--- src/rtl/sc_statemachinemove.sv ---
// Frogger move controller: turns synchronised active-low buttons into one-cycle
// frog-position commands, with edge blocking, hold-to-repeat, lives and WIN/LOSE.
//
// state   | meaning
// RESET   | leaving reset, go to IDLE
// IDLE    | wait for start
// INIT    | clear frog, load lives
// CHECK   | arbitrate collision/goal/start/directions
// MOVE    | one-cycle move command for latched direction
// HOLD    | button held, repeat timer running
// RELEASE | wait until every button is released
// HIT     | frog hit: clear frog, lose a life
// WIN     | frog reached goal row
// LOSE    | no lives left
module sc_statemachinemove #(
  parameter int LIVES_WIDTH   = 2,
  parameter int LIVES_INIT    = 3,
  parameter int TIMER_WIDTH   = 25,
  parameter int REPEAT_DELAY  = 25000000,
  parameter int REPEAT_PERIOD = 5000000
) (
  input  logic                   SC_STATEMACHINEMOVE_CLOCK_50,
  input  logic                   SC_STATEMACHINEMOVE_RESET_InLow,
  input  logic                   SC_STATEMACHINEMOVE_startButton_InLow,
  input  logic                   SC_STATEMACHINEMOVE_upButton_InLow,
  input  logic                   SC_STATEMACHINEMOVE_downButton_InLow,
  input  logic                   SC_STATEMACHINEMOVE_leftButton_InLow,
  input  logic                   SC_STATEMACHINEMOVE_rightButton_InLow,
  input  logic                   SC_STATEMACHINEMOVE_topsidecomparator_InLow,
  input  logic                   SC_STATEMACHINEMOVE_bottomsidecomparator_InLow,
  input  logic                   SC_STATEMACHINEMOVE_leftsidecomparator_InLow,
  input  logic                   SC_STATEMACHINEMOVE_rightsidecomparator_InLow,
  input  logic                   SC_STATEMACHINEMOVE_collision_InLow,
  input  logic                   SC_STATEMACHINEMOVE_goal_InLow,
  output logic                   SC_STATEMACHINEMOVE_clear_OutLow,
  output logic                   SC_STATEMACHINEMOVE_load0_OutLow,
  output logic                   SC_STATEMACHINEMOVE_load1_OutLow,
  output logic [1:0]             SC_STATEMACHINEMOVE_shiftselection_Out,
  output logic [LIVES_WIDTH-1:0] SC_STATEMACHINEMOVE_lives_Out,
  output logic                   SC_STATEMACHINEMOVE_win_Out,
  output logic                   SC_STATEMACHINEMOVE_gameover_Out,
  output logic [3:0]             SC_STATEMACHINEMOVE_state_Out
);

  typedef enum logic [3:0] {
    stReset   = 4'd0,
    stIdle    = 4'd1,
    stInit    = 4'd2,
    stCheck   = 4'd3,
    stMove    = 4'd4,
    stHold    = 4'd5,
    stRelease = 4'd6,
    stHit     = 4'd7,
    stWin     = 4'd8,
    stLose    = 4'd9
  } stateType;

  localparam logic [TIMER_WIDTH-1:0] delayLast  = TIMER_WIDTH'(REPEAT_DELAY - 1);
  localparam logic [TIMER_WIDTH-1:0] periodLast = TIMER_WIDTH'(REPEAT_PERIOD - 1);
  localparam logic [3:0]             cmdIdle    = 4'b1111;

  stateType               state;
  logic [1:0]             dirReg;
  logic [TIMER_WIDTH-1:0] timer;
  logic                   repeatFlag;
  logic [LIVES_WIDTH-1:0] lives;
  logic                   clearReg;
  logic [3:0]             cmdReg;
  logic                   winReg;
  logic                   gameoverReg;

  logic                   allReleased;
  logic                   upValid, downValid, leftValid, rightValid;
  logic                   pickValid;
  logic [1:0]             pickDir;
  logic                   latchedValid;
  logic [TIMER_WIDTH-1:0] timerLast;

  // Command bits are {load0, load1, shift[1:0]}, all active low / 11 = hold.
  function automatic logic [3:0] cmdFor(input logic [1:0] dir);
    case (dir)
      2'd0:    return 4'b0111;
      2'd1:    return 4'b1011;
      2'd2:    return 4'b1101;
      default: return 4'b1110;
    endcase
  endfunction

  assign allReleased = SC_STATEMACHINEMOVE_startButton_InLow & SC_STATEMACHINEMOVE_upButton_InLow &
                       SC_STATEMACHINEMOVE_downButton_InLow & SC_STATEMACHINEMOVE_leftButton_InLow &
                       SC_STATEMACHINEMOVE_rightButton_InLow;

  // A direction pressed toward an edge the frog already touches counts as not pressed.
  assign upValid    = ~SC_STATEMACHINEMOVE_upButton_InLow    & SC_STATEMACHINEMOVE_topsidecomparator_InLow;
  assign downValid  = ~SC_STATEMACHINEMOVE_downButton_InLow  & SC_STATEMACHINEMOVE_bottomsidecomparator_InLow;
  assign leftValid  = ~SC_STATEMACHINEMOVE_leftButton_InLow  & SC_STATEMACHINEMOVE_leftsidecomparator_InLow;
  assign rightValid = ~SC_STATEMACHINEMOVE_rightButton_InLow & SC_STATEMACHINEMOVE_rightsidecomparator_InLow;

  always_comb begin
    pickValid = 1'b1;
    pickDir   = 2'd0;
    if (upValid)         pickDir = 2'd0;
    else if (downValid)  pickDir = 2'd1;
    else if (leftValid)  pickDir = 2'd2;
    else if (rightValid) pickDir = 2'd3;
    else                 pickValid = 1'b0;
  end

  always_comb begin
    case (dirReg)
      2'd0:    latchedValid = upValid;
      2'd1:    latchedValid = downValid;
      2'd2:    latchedValid = leftValid;
      default: latchedValid = rightValid;
    endcase
  end

  assign timerLast = repeatFlag ? periodLast : delayLast;

  always_ff @(posedge SC_STATEMACHINEMOVE_CLOCK_50 or negedge SC_STATEMACHINEMOVE_RESET_InLow) begin
    if (!SC_STATEMACHINEMOVE_RESET_InLow) begin
      state       <= stReset;
      dirReg      <= 2'd0;
      timer       <= '0;
      repeatFlag  <= 1'b0;
      lives       <= '0;
      clearReg    <= 1'b1;
      cmdReg      <= cmdIdle;
      winReg      <= 1'b0;
      gameoverReg <= 1'b0;
    end else begin
      // Outputs are registered against the next state, so each branch sets only what it asserts.
      clearReg    <= 1'b1;
      cmdReg      <= cmdIdle;
      winReg      <= 1'b0;
      gameoverReg <= 1'b0;
      case (state)
        stReset: state <= stIdle;
        stIdle: begin
          if (!SC_STATEMACHINEMOVE_startButton_InLow) begin
            state    <= stInit;
            clearReg <= 1'b0;
          end
        end
        stInit: begin
          state <= stRelease;
          lives <= LIVES_WIDTH'(LIVES_INIT);
        end
        stRelease: begin
          if (allReleased) state <= stCheck;
        end
        stCheck: begin
          if (!SC_STATEMACHINEMOVE_collision_InLow) begin
            state    <= stHit;
            clearReg <= 1'b0;
          end else if (!SC_STATEMACHINEMOVE_goal_InLow) begin
            state  <= stWin;
            winReg <= 1'b1;
          end else if (!SC_STATEMACHINEMOVE_startButton_InLow) begin
            state    <= stInit;
            clearReg <= 1'b0;
          end else if (pickValid) begin
            state      <= stMove;
            dirReg     <= pickDir;
            repeatFlag <= 1'b0;
            cmdReg     <= cmdFor(pickDir);
          end
        end
        stMove: begin
          if (!SC_STATEMACHINEMOVE_collision_InLow) begin
            state    <= stHit;
            clearReg <= 1'b0;
          end else if (!SC_STATEMACHINEMOVE_goal_InLow) begin
            state  <= stWin;
            winReg <= 1'b1;
          end else begin
            state <= stHold;
            timer <= '0;
          end
        end
        stHold: begin
          if (!SC_STATEMACHINEMOVE_collision_InLow) begin
            state    <= stHit;
            clearReg <= 1'b0;
          end else if (!SC_STATEMACHINEMOVE_goal_InLow) begin
            state  <= stWin;
            winReg <= 1'b1;
          end else if (allReleased) begin
            state      <= stCheck;
            repeatFlag <= 1'b0;
          end else if (timer == timerLast) begin
            if (latchedValid) begin
              state      <= stMove;
              repeatFlag <= 1'b1;
              cmdReg     <= cmdFor(dirReg);
            end else begin
              timer <= '0;
            end
          end else begin
            timer <= timer + TIMER_WIDTH'(1);
          end
        end
        stHit: begin
          lives <= (lives == '0) ? '0 : lives - 1'b1;
          if (lives <= LIVES_WIDTH'(1)) begin
            state       <= stLose;
            gameoverReg <= 1'b1;
          end else begin
            state <= stRelease;
          end
        end
        stWin: begin
          if (!SC_STATEMACHINEMOVE_startButton_InLow) begin
            state    <= stInit;
            clearReg <= 1'b0;
          end else begin
            winReg <= 1'b1;
          end
        end
        stLose: begin
          if (!SC_STATEMACHINEMOVE_startButton_InLow) begin
            state    <= stInit;
            clearReg <= 1'b0;
          end else begin
            gameoverReg <= 1'b1;
          end
        end
        default: state <= stCheck;
      endcase
    end
  end

  assign SC_STATEMACHINEMOVE_clear_OutLow        = clearReg;
  assign SC_STATEMACHINEMOVE_load0_OutLow        = cmdReg[3];
  assign SC_STATEMACHINEMOVE_load1_OutLow        = cmdReg[2];
  assign SC_STATEMACHINEMOVE_shiftselection_Out  = cmdReg[1:0];
  assign SC_STATEMACHINEMOVE_lives_Out           = lives;
  assign SC_STATEMACHINEMOVE_win_Out             = winReg;
  assign SC_STATEMACHINEMOVE_gameover_Out        = gameoverReg;
  assign SC_STATEMACHINEMOVE_state_Out           = state;

endmodule

--- config.mk ---
export PLATFORM = sky130hd
export DESIGN_NAME = sc_statemachinemove
export DESIGN_NICKNAME = d
export VERILOG_FILES = /design/src/rtl/sc_statemachinemove.sv
export SDC_FILE = /design/constraint.sdc
export NUM_CORES = 1
export LEC_CHECK = 0
export ABC_AREA = 0
export CAP_MARGIN = 20
export CORE_MARGIN = 1.5
export CORE_UTILIZATION = 40
export DETAILED_ROUTE_END_ITERATION = 10
export GPL_TIMING_DRIVEN = 1
export PLACE_DENSITY_LB_ADDON = 0.12
export REMOVE_ABC_BUFFERS = 1
export SLEW_MARGIN = 20
export SYNTH_ARGS = -nofsm -noshare
export SYNTH_HDL_FRONTEND = slang
export SYNTH_SLANG_ARGS = --single-unit
--- constraint.sdc ---
create_clock -name SC_STATEMACHINEMOVE_CLOCK_50 -period 2.8 [get_ports SC_STATEMACHINEMOVE_CLOCK_50]
set_input_delay 0.28 -clock SC_STATEMACHINEMOVE_CLOCK_50 [delete_from_list [all_inputs] [get_ports SC_STATEMACHINEMOVE_CLOCK_50]]
set_output_delay 0.28 -clock SC_STATEMACHINEMOVE_CLOCK_50 [all_outputs]
set_load 0.01 [all_outputs]
==> results list, run 1 <==
- # Max-Cap Violations: 0
- Gates resized during post-CTS repair numbered 0.
* PortBufs: 25
- Area leader, netlist: sky130_fd_sc_hd__dfrtp_1
- Cell Chain, Critical Path: or4_4 -> nor4_2 -> o2111a_2 -> and2_4 -> o211ai_4 -> o41a_1
- In the synthesized netlist the async set-or-reset flop fraction comes to 100.0%.
- Number of max-slew violations in the final report: 0
* Fin Setup TNS: 0 ns
- Arrival @ worst endpoint: ~2.7 ns
* Area delta synth->final: 18.64%
* Post-synthesis average cell area: about 8.4 um^2
* Clock transition at the registers of the reported paths: roughly 0.08 ns
- After floorplanning, the core was sized to cover 6314 um^2.
- The die covers ~7000 um^2.
* Flop-to-flop setup slack: 0.24 ns
- The number of global-route vias before repair came to approximately 2300.
- The H-tree generated during clock tree synthesis spans 2 levels.
* Die Height: roughly 83 um
* Clock tree root buffer cell: sky130_fd_sc_hd__clkbuf_8
- In this run the tightest slew margin relative to its limit is between 30% and 40%.
- The number of hold buffers added after CTS was 0.
- For the worst flop-to-flop path, the logic depth is 6.
- Pwr/cell area: roughly 760 nW/um^2
* Capturing element type of the critical path: register
- Total area of sequential cells: a little over 1000 um^2
- Summed over all nets, the switching power comes to 0.8831 mW.
* Share of synthesized area spent on multiplexers: 3.235%
- Critical Path Source Type: register
- Remaining global-route overflow: 0
- In the final design database the tool counted approximately 350 nets.
- The share of total power dissipated in sequential elements is between 30% and 40%.
- In the synthesized netlist the dominant register cell turns out to be sky130_fd_sc_hd__dfrtp_1.
* Worst vdd ir: roughly 0.00048 V
- Summing the areas of all compound-gate instances in the mapped netlist gives 22.74% of the synthesized area.
- The clock network is responsible for 19.1% of the overall power.
* WP data required: 2.98 ns
- Initial Utilization: a little over 40%
- The floorplan has 29 rows.
* Number of warnings printed during yosys synthesis: 0
* Commonest non-fill, non-tap cell in the layout: sky130_fd_sc_hd__dfrtp_1
- The first detailed-routing pass ran for 4 iterations.
- The synthesized design contains 41 register bits.
* Endpoint of the lowest-slack register-to-register path: SC_STATEMACHINEMOVE_state_Out[2]
- Setup Crit Path Kind: reg2reg
* Wire length of the first global-routing pass: 11.12 mm
- Worst path slowest cell: sky130_fd_sc_hd__or4_4
- Final HPWL DP: ~4.5 mm
- Between clock sinks in the finished design, the worst skew comes to slightly below 0.01 ns.
- I/O pin count: 26
- After detailed placement, the total cell area comes to between 2000 and 3000 um^2.
- Synth Instances: ~310
- Sequential elements use between 30% and 40% of the synthesized area.
- The synthesized netlist occupies a cell area of 2591 um^2.
- Multi-input logic area: about 1500 um^2
- After detailed routing, the total wire length is roughly 6.4 mm.
- After routing the design area is 3074 um^2.
- Summed over all cells, the static leakage comes to 1.207 nW.
* Combinational group share of total power: ~44%
- The top cell types in the final layout, fill and taps aside, are sky130_fd_sc_hd__dfrtp_1 (36), sky130_fd_sc_hd__nand2_1 (34), sky130_fd_sc_hd__nor2_1 (26).
* Share of cells above drive strength 1: 12.43%
- Clk_lat worst skew: 0.30 ns
- The layout has about 620 filler cells.
- Maximum number of pins on one net before global-route repair: 42
* Run status: completed
- Setup violations remaining at the end of the flow were counted as 0.
- Post-synthesis adder-cell area fraction: less than 1%
- Number of flops mapped to enable cells by yosys: 0
- The number of antenna diodes in the final layout is 0.
* Maximum clock rate: between 300 and 400 MHz
- The smallest clock period supported by the final layout is computed as ~2.6 ns.
* Post-CTS Setup Repair Bufs: 0
- Cell types occupying the most area after synthesis: sky130_fd_sc_hd__dfrtp_1 (35%), sky130_fd_sc_hd__a31oi_1 (5.3%), sky130_fd_sc_hd__dfstp_2 (5.1%)
- The floorplan step set the die width to approximately 83 um.
- Antenna viol nets, final: 0
- The min-delay analysis places its worst path in the category in2async.
- At the end of routability-driven placement, the weighted congestion stood at between 0.8 and 0.9.
- The tree built by TritonCTS fans out to 41 sinks.
- Count of final hold-check violations: 0
* Number of design-rule violations left by the first detailed-router iteration: approximately 150
- Portion of synthesized cell area occupied by the leading cell type: a little over a third
* Synthesized-area fraction occupied by and/or/nand/nor cells: between 30% and 40%
- Pin slew with the least headroom to its limit: 0.9128 ns
- Yosys mapped the design onto 57 distinct sky130hd cell types.
- Largest family of logic cells by synthesized area: simple AND/OR/NAND/NOR gates
- Setup repair after global routing left no endpoint under its margin.
- Along the worst path, the maximum fanout reaches 13.
- Across all setup checks in the final design, the least slack found is around 0.24 ns.
- In this run the critical register-to-register path is launched from timer[16].
- The routed layout has between 2000 and 2500 vias.
- For this run, design rule violations remaining after detail routing come to 0.
- For this run, the total global-route usage over all layers was measured as between 15 and 20%.
- In this run switching power makes up 37.95% of total power.
* Number of buffers inserted during clock tree synthesis: 5
- Delay contributed by the slowest stage of the critical path: roughly 0.54 ns
- TritonCTS built the clock tree.
* Placement Setup Slack: between 0.2 and 0.3 ns
- Power Internal: between 1 and 1.5 mW
- Dividing the detail-routed wire length by the instance count gives about 15 um.
* Initial antenna violation count: 0
- Xor/xnor cell area share of the yosys netlist: 0%
* Hold slack: 0.1087 ns
- Number of vias per cell: 5.680
* Final core utilization: between 40% and 50%
- No sink is reached through more buffers than the 2 on the longest clock path.
- Final clock period utilization by the worst path: just over 90%
how the worst max path moves through the flow:
stage | from | endpoint | slack (ns) | cells after the start
after floorplan | SC_STATEMACHINEMOVE_state_Out[2] | timer[21] | 0.37 | 5
after global placement | timer[16] | SC_STATEMACHINEMOVE_state_Out[2] | 0.31 | 6
after detailed placement | timer[16] | SC_STATEMACHINEMOVE_state_Out[2] | 0.26 | 6
after CTS | timer[16] | SC_STATEMACHINEMOVE_state_Out[2] | 0.25 | 6
after global routing | timer[17] | SC_STATEMACHINEMOVE_state_Out[2] | 0.09 | 6
final | timer[16] | SC_STATEMACHINEMOVE_state_Out[2] | 0.24 | 6
routing by layer:
metal / global-route usage [%] / wire length, um / vias to the layer above
met5: 0 / 0 / -
met4: 4.322 / 55 / 0
met3: 3.660 / 225 / 6
met2: 29.34 / 2804 / 35
met1: 28.52 / 3346 / 1115
li1: - / - / 1201
worst max-delay path, delay by kind of cell (launching register included):
kind / cells / cell delay [ns]
and+or+nand+nor: 3 / 1.03
DFF: 1 / 0.46
AOI/OAI and AO/OA: 3 / 0.96
stage by stage:
step | instances | power [mW]
after floorplan | 290 | 1.470
after global placement | 407 | 1.875
after detailed placement | 407 | 1.888
after CTS | 415 | 2.338
after global routing | 415 | 2.483
final | 415 | 2.327
sequential cells by signal (all words and copies together), names as in the netlist:
signal,count
timer,25
SC_STATEMACHINEMOVE_lives_Out,2
repeatFlag,1
cmdReg,4
SC_STATEMACHINEMOVE_gameover_Out,1
dirReg,2
SC_STATEMACHINEMOVE_win_Out,1
SC_STATEMACHINEMOVE_clear_OutLow,1
SC_STATEMACHINEMOVE_state_Out,4
kinds of logic (layout without fill, tap and decap cells):
group | after synthesis | in the layout
AOI/OAI and AO/OA | 89 | 89
adders and majority gates | 1 | 1
buffers and inverters | 23 | 54
DFF | 41 | 41
muxes | 8 | 8
and+or+nand+nor | 145 | 145
power groups by stage:
stage	sequential [mW]	combinational, mW	clock (mW)
2_1_floorplan	0.925	0.545	0
3_3_place_gp	0.863	1.01	0
3_5_place_dp	0.868	1.02	0
4_1_cts	0.858	1.03	0.455
5_1_grt	0.881	1.12	0.478
6_report	0.860	1.02	0.443
cell type report:
| cell class | count | area share, % |
|---|---|---|
| clock buffers | 7 | 3.134 |
| clock inverters | 1 | 0.1628 |
| inverters | 6 | 0.7326 |
| multi-input cells | 243 | 47.62 |
| flip-flops and latches | 41 | 33.58 |
| well taps | 77 | 3.134 |
| repair buffers | 40 | 11.64 |
synth_stat cells, types with 3 or more instances:
library cell / n
sky130_fd_sc_hd__or3_1: 10
sky130_fd_sc_hd__and4_1: 3
sky130_fd_sc_hd__inv_1: 6
sky130_fd_sc_hd__nor4_1: 4
sky130_fd_sc_hd__mux2i_1: 5
sky130_fd_sc_hd__o21ai_0: 14
sky130_fd_sc_hd__and2_1: 4
sky130_fd_sc_hd__and3_1: 3
sky130_fd_sc_hd__nand3_1: 14
sky130_fd_sc_hd__clkbuf_1: 11
sky130_fd_sc_hd__nand2b_1: 12
sky130_fd_sc_hd__nand4_1: 6
sky130_fd_sc_hd__buf_2: 4
sky130_fd_sc_hd__o21a_1: 3
sky130_fd_sc_hd__dfstp_2: 5
sky130_fd_sc_hd__a31oi_1: 22
sky130_fd_sc_hd__dfrtp_1: 36
sky130_fd_sc_hd__nor3_1: 9
sky130_fd_sc_hd__nand2_1: 34
sky130_fd_sc_hd__o22ai_1: 3
sky130_fd_sc_hd__mux2_2: 3
sky130_fd_sc_hd__a21o_1: 3
sky130_fd_sc_hd__nand3b_1: 4
sky130_fd_sc_hd__nor3b_1: 3
sky130_fd_sc_hd__a21oi_1: 22
sky130_fd_sc_hd__nor2_1: 26
Power figures use the tool's default switching activity.
==> inputs of run 2 (changes only) <==
- CORE_UTILIZATION: 40 -> 57
==> run 2 against run 1 <==
Compared with the run above:
- final cell count shrank 7.0%
- clock-buffer cell count is 2 lower
- sequential cell count stayed put
- combinational power decreased by 5%
- critical endpoint unchanged
- critical path type unchanged
- clock skew increased by 0.0039 ns
- clock power grew 29%
- final area fell by 0.94%
- critical path depth unchanged
- routed wire length down 3.8%
==> results list, run 2 (same netlist as run 1, synthesis figures left out) <==
* Vias in the first global route: 2132 (-5.7%)
- The clock-pin slew reported for the worst setup and hold paths after clock tree synthesis came to 0.08 ns (about the same).
* Clock H-tree levels: 2 (unchanged)
- Count of final hold-check violations: 0 (unchanged)
- Number of design-rule violations left by the first detailed-router iteration: 235 (+60%)
* Filler cells: 358 (-42%)
* Number of vias per cell: 6.301 (+11%)
* Maximum clock rate: 408.3 MHz (+4.4%)
- The number of buffers inserted by post-CTS setup repair was 0 (unchanged).
* Area delta synth->final: 17.53%
- The first-pass detailed-route iteration total is 5 (+1).
* Antenna Diode Count: 0 (unchanged)
- Final clock period utilization by the worst path: 87.46% (-3.9 points)
* Vias post-DR: 2432 (+3.2%)
- Routed Wire Length: 6.189 mm (-3.8%)
* Core area: 4354 um^2 (-31%)
- The worst slack at placement is 0.3749 ns (+0.1142 ns).
* Static leakage power: 1.202 nW (-0.44%)
* Largest clock skew in the final design: 0.01372 ns (+0.003891 ns)
* Initial Utilization: 59.51% (+18 points)
- The maximum clock path buffer count is 2 (unchanged).
- Aggregate global-route resource usage: 25.70% (+6.4 points)
- Number of buffers inserted during clock tree synthesis: 5 (unchanged)
- The worst ir drop on vdd was 0.0003772 V (-21%).
- The worst setup path is captured at a register.
- # clock sinks: 41 (unchanged)
* Number of cell rows: 24 (-17%)
* Run status: completed
- Post-route worst setup slack: 0.3510 ns (+0.1082 ns)
* Leading cell types in the layout, fill and taps excluded: sky130_fd_sc_hd__dfrtp_1 (36), sky130_fd_sc_hd__nand2_1 (34), sky130_fd_sc_hd__nor2_1 (26)
* Unrepaired setup endpoints after global routing: no
- The die width came to 70.43 um (-16%).
- Final HPWL DP: 4.285 mm (-4.0%)
- The maximum fanout count along the critical path is 9 (-4).
- The library cell used most frequently in the layout, excluding fill and tap cells, is sky130_fd_sc_hd__dfrtp_1.
- Endpoint of the lowest-slack register-to-register path: SC_STATEMACHINEMOVE_state_Out[2]
* Fin Setup TNS: 0 ns (unchanged)
* I/O pin count: 26 (unchanged)
- TritonCTS built the clock tree.
* # Max-Cap Violations: 0 (unchanged)
* Remaining global-route overflow: 0 (unchanged)
- The clock insertion delay at the later pin of the skew report was 0.30 ns (about the same).
* Net count of the finished layout: 347 (-1.1%)
- The required time at the endpoint of the critical path came to 2.97 ns (about the same).
- The share of post-route cells with drive strength above 1 is 11.38% (-1.0 points).
* Pwr/cell area: 791.4 nW/um^2 (+4.5%)
- The initial antenna violation count came to 0 (unchanged).
- Flip-flop count of the largest register, all copies and words added: 25 (unchanged)
* Final-report setup violation count: 0 (unchanged)
* Kind of path behind the tightest hold check: in2async
- The hold-fix buffer count after cts was 0 (unchanged).
* Cts repair resizes: 0 (unchanged)
* Flop-to-flop setup slack: 0.35 ns (+0.11 ns)
- The data arrival at the endpoint of the critical path came to 2.62 ns (-0.12 ns).
* Setup Crit Path Kind: reg2reg
- The post-layout minimum cycle time was 2.449 ns (-0.1082 ns).
- Die Height: 70.43 um (-16%)
- Full die area: 4960 um^2 (-29%)
- First element of the critical path: timer[16]
* Clock tree root buffer cell: sky130_fd_sc_hd__clkbuf_8
* Largest register by flop count: timer
- The number of max-slew violations in the final report was 0 (unchanged).
* Routed len/inst: 16.03 um (+3.5%)
- Placer's final routability congestion estimate: 0.8772 (+2.6%)
- The pin count of the biggest net entering global routing is 42 (unchanged).
- The count of buffers inserted at the top-level ports was 25 (unchanged).
- The number of cells on the worst reg-to-reg path is 6 (unchanged).
- Critical Path Source Type: register
- Max-slew headroom: 38.92% (-0.22 points)
- The DRC violation count after routing came to 0 (unchanged).
- The number of antenna-violating nets in the routed design is 0 (unchanged).
- Wire length of the first global-routing pass: 10.27 mm (-7.7%)
- Pin slew with the least headroom to its limit: 0.9161 ns (+0.003333 ns)
- The worst register-to-register path begins at timer[16].
run 2: cell types whose count changed in the layout (fill, tap and decap cells not counted), sizes merged:
| cell | previous run | this run |
|---|---|---|
| buf | 16 | 12 |
| bufinv | 0 | 2 |
| clkbuf | 7 | 5 |
run 2: area by class of cell:
type | count | area (um^2) | area share [%]
sequential | 41 | 1032 | 33.89
clock buffer | 5 | 68.82 | 2.260
timing repair buffer | 36 | 327.8 | 10.76
tap | 52 | 65.06 | 2.136
clock inverter | 3 | 65.06 | 2.136
multi-input combinational | 243 | 1464 | 48.07
inverter | 6 | 22.52 | 0.7395
run 2: per-stage QoR:
stage          util, %  power [mW]  hold slack (ns)  cells  cell area (um^2)
3_3_place_gp     66.87       1.818           0.4607    378              2912
5_1_grt          69.94       2.559           0.2066    386              3045
3_5_place_dp     66.87       1.841           0.4632    378              2912
2_1_floorplan        -       1.470         -0.01559    290              2519
4_1_cts          69.94       2.409           0.1446    386              3045
6_report         69.94       2.410           0.1130    386              3045
run 2: how the worst max path moves through the flow:
stage,to,slack (ns)
final,SC_STATEMACHINEMOVE_state_Out[2],0.35
after global routing,timer[21],0.21
after CTS,SC_STATEMACHINEMOVE_state_Out[2],0.36
after detailed placement,SC_STATEMACHINEMOVE_state_Out[2],0.37
after global placement,SC_STATEMACHINEMOVE_state_Out[2],0.42
after floorplan,timer[21],0.37
run 2: report_power, final:
group,internal [mW],total [mW],switching [mW]
Clock,0.354,0.571,0.217
Combinational,0.474,0.967,0.492
Sequential,0.719,0.872,0.153
Total,1.55,2.41,0.862
run 2: per-layer routing:
layer | global-route usage, % | wire (um) | vias to the layer above
li1 | - | - | 1195
met1 | 38.00 | 2919 | 1162
met2 | 39.10 | 2889 | 68
met3 | 5.051 | 327 | 7
met4 | 5.556 | 52 | 0
met5 | 0 | 0 | -
run 2: critical path, stage by stage, from the launching register on:
cell	delay [ns]
sky130_fd_sc_hd__dfrtp_1	0.46
sky130_fd_sc_hd__or4_4	0.54
sky130_fd_sc_hd__nor4_2	0.25
sky130_fd_sc_hd__o2111a_2	0.35
sky130_fd_sc_hd__and2_4	0.21
sky130_fd_sc_hd__o211ai_4	0.10
sky130_fd_sc_hd__o41a_1	0.43
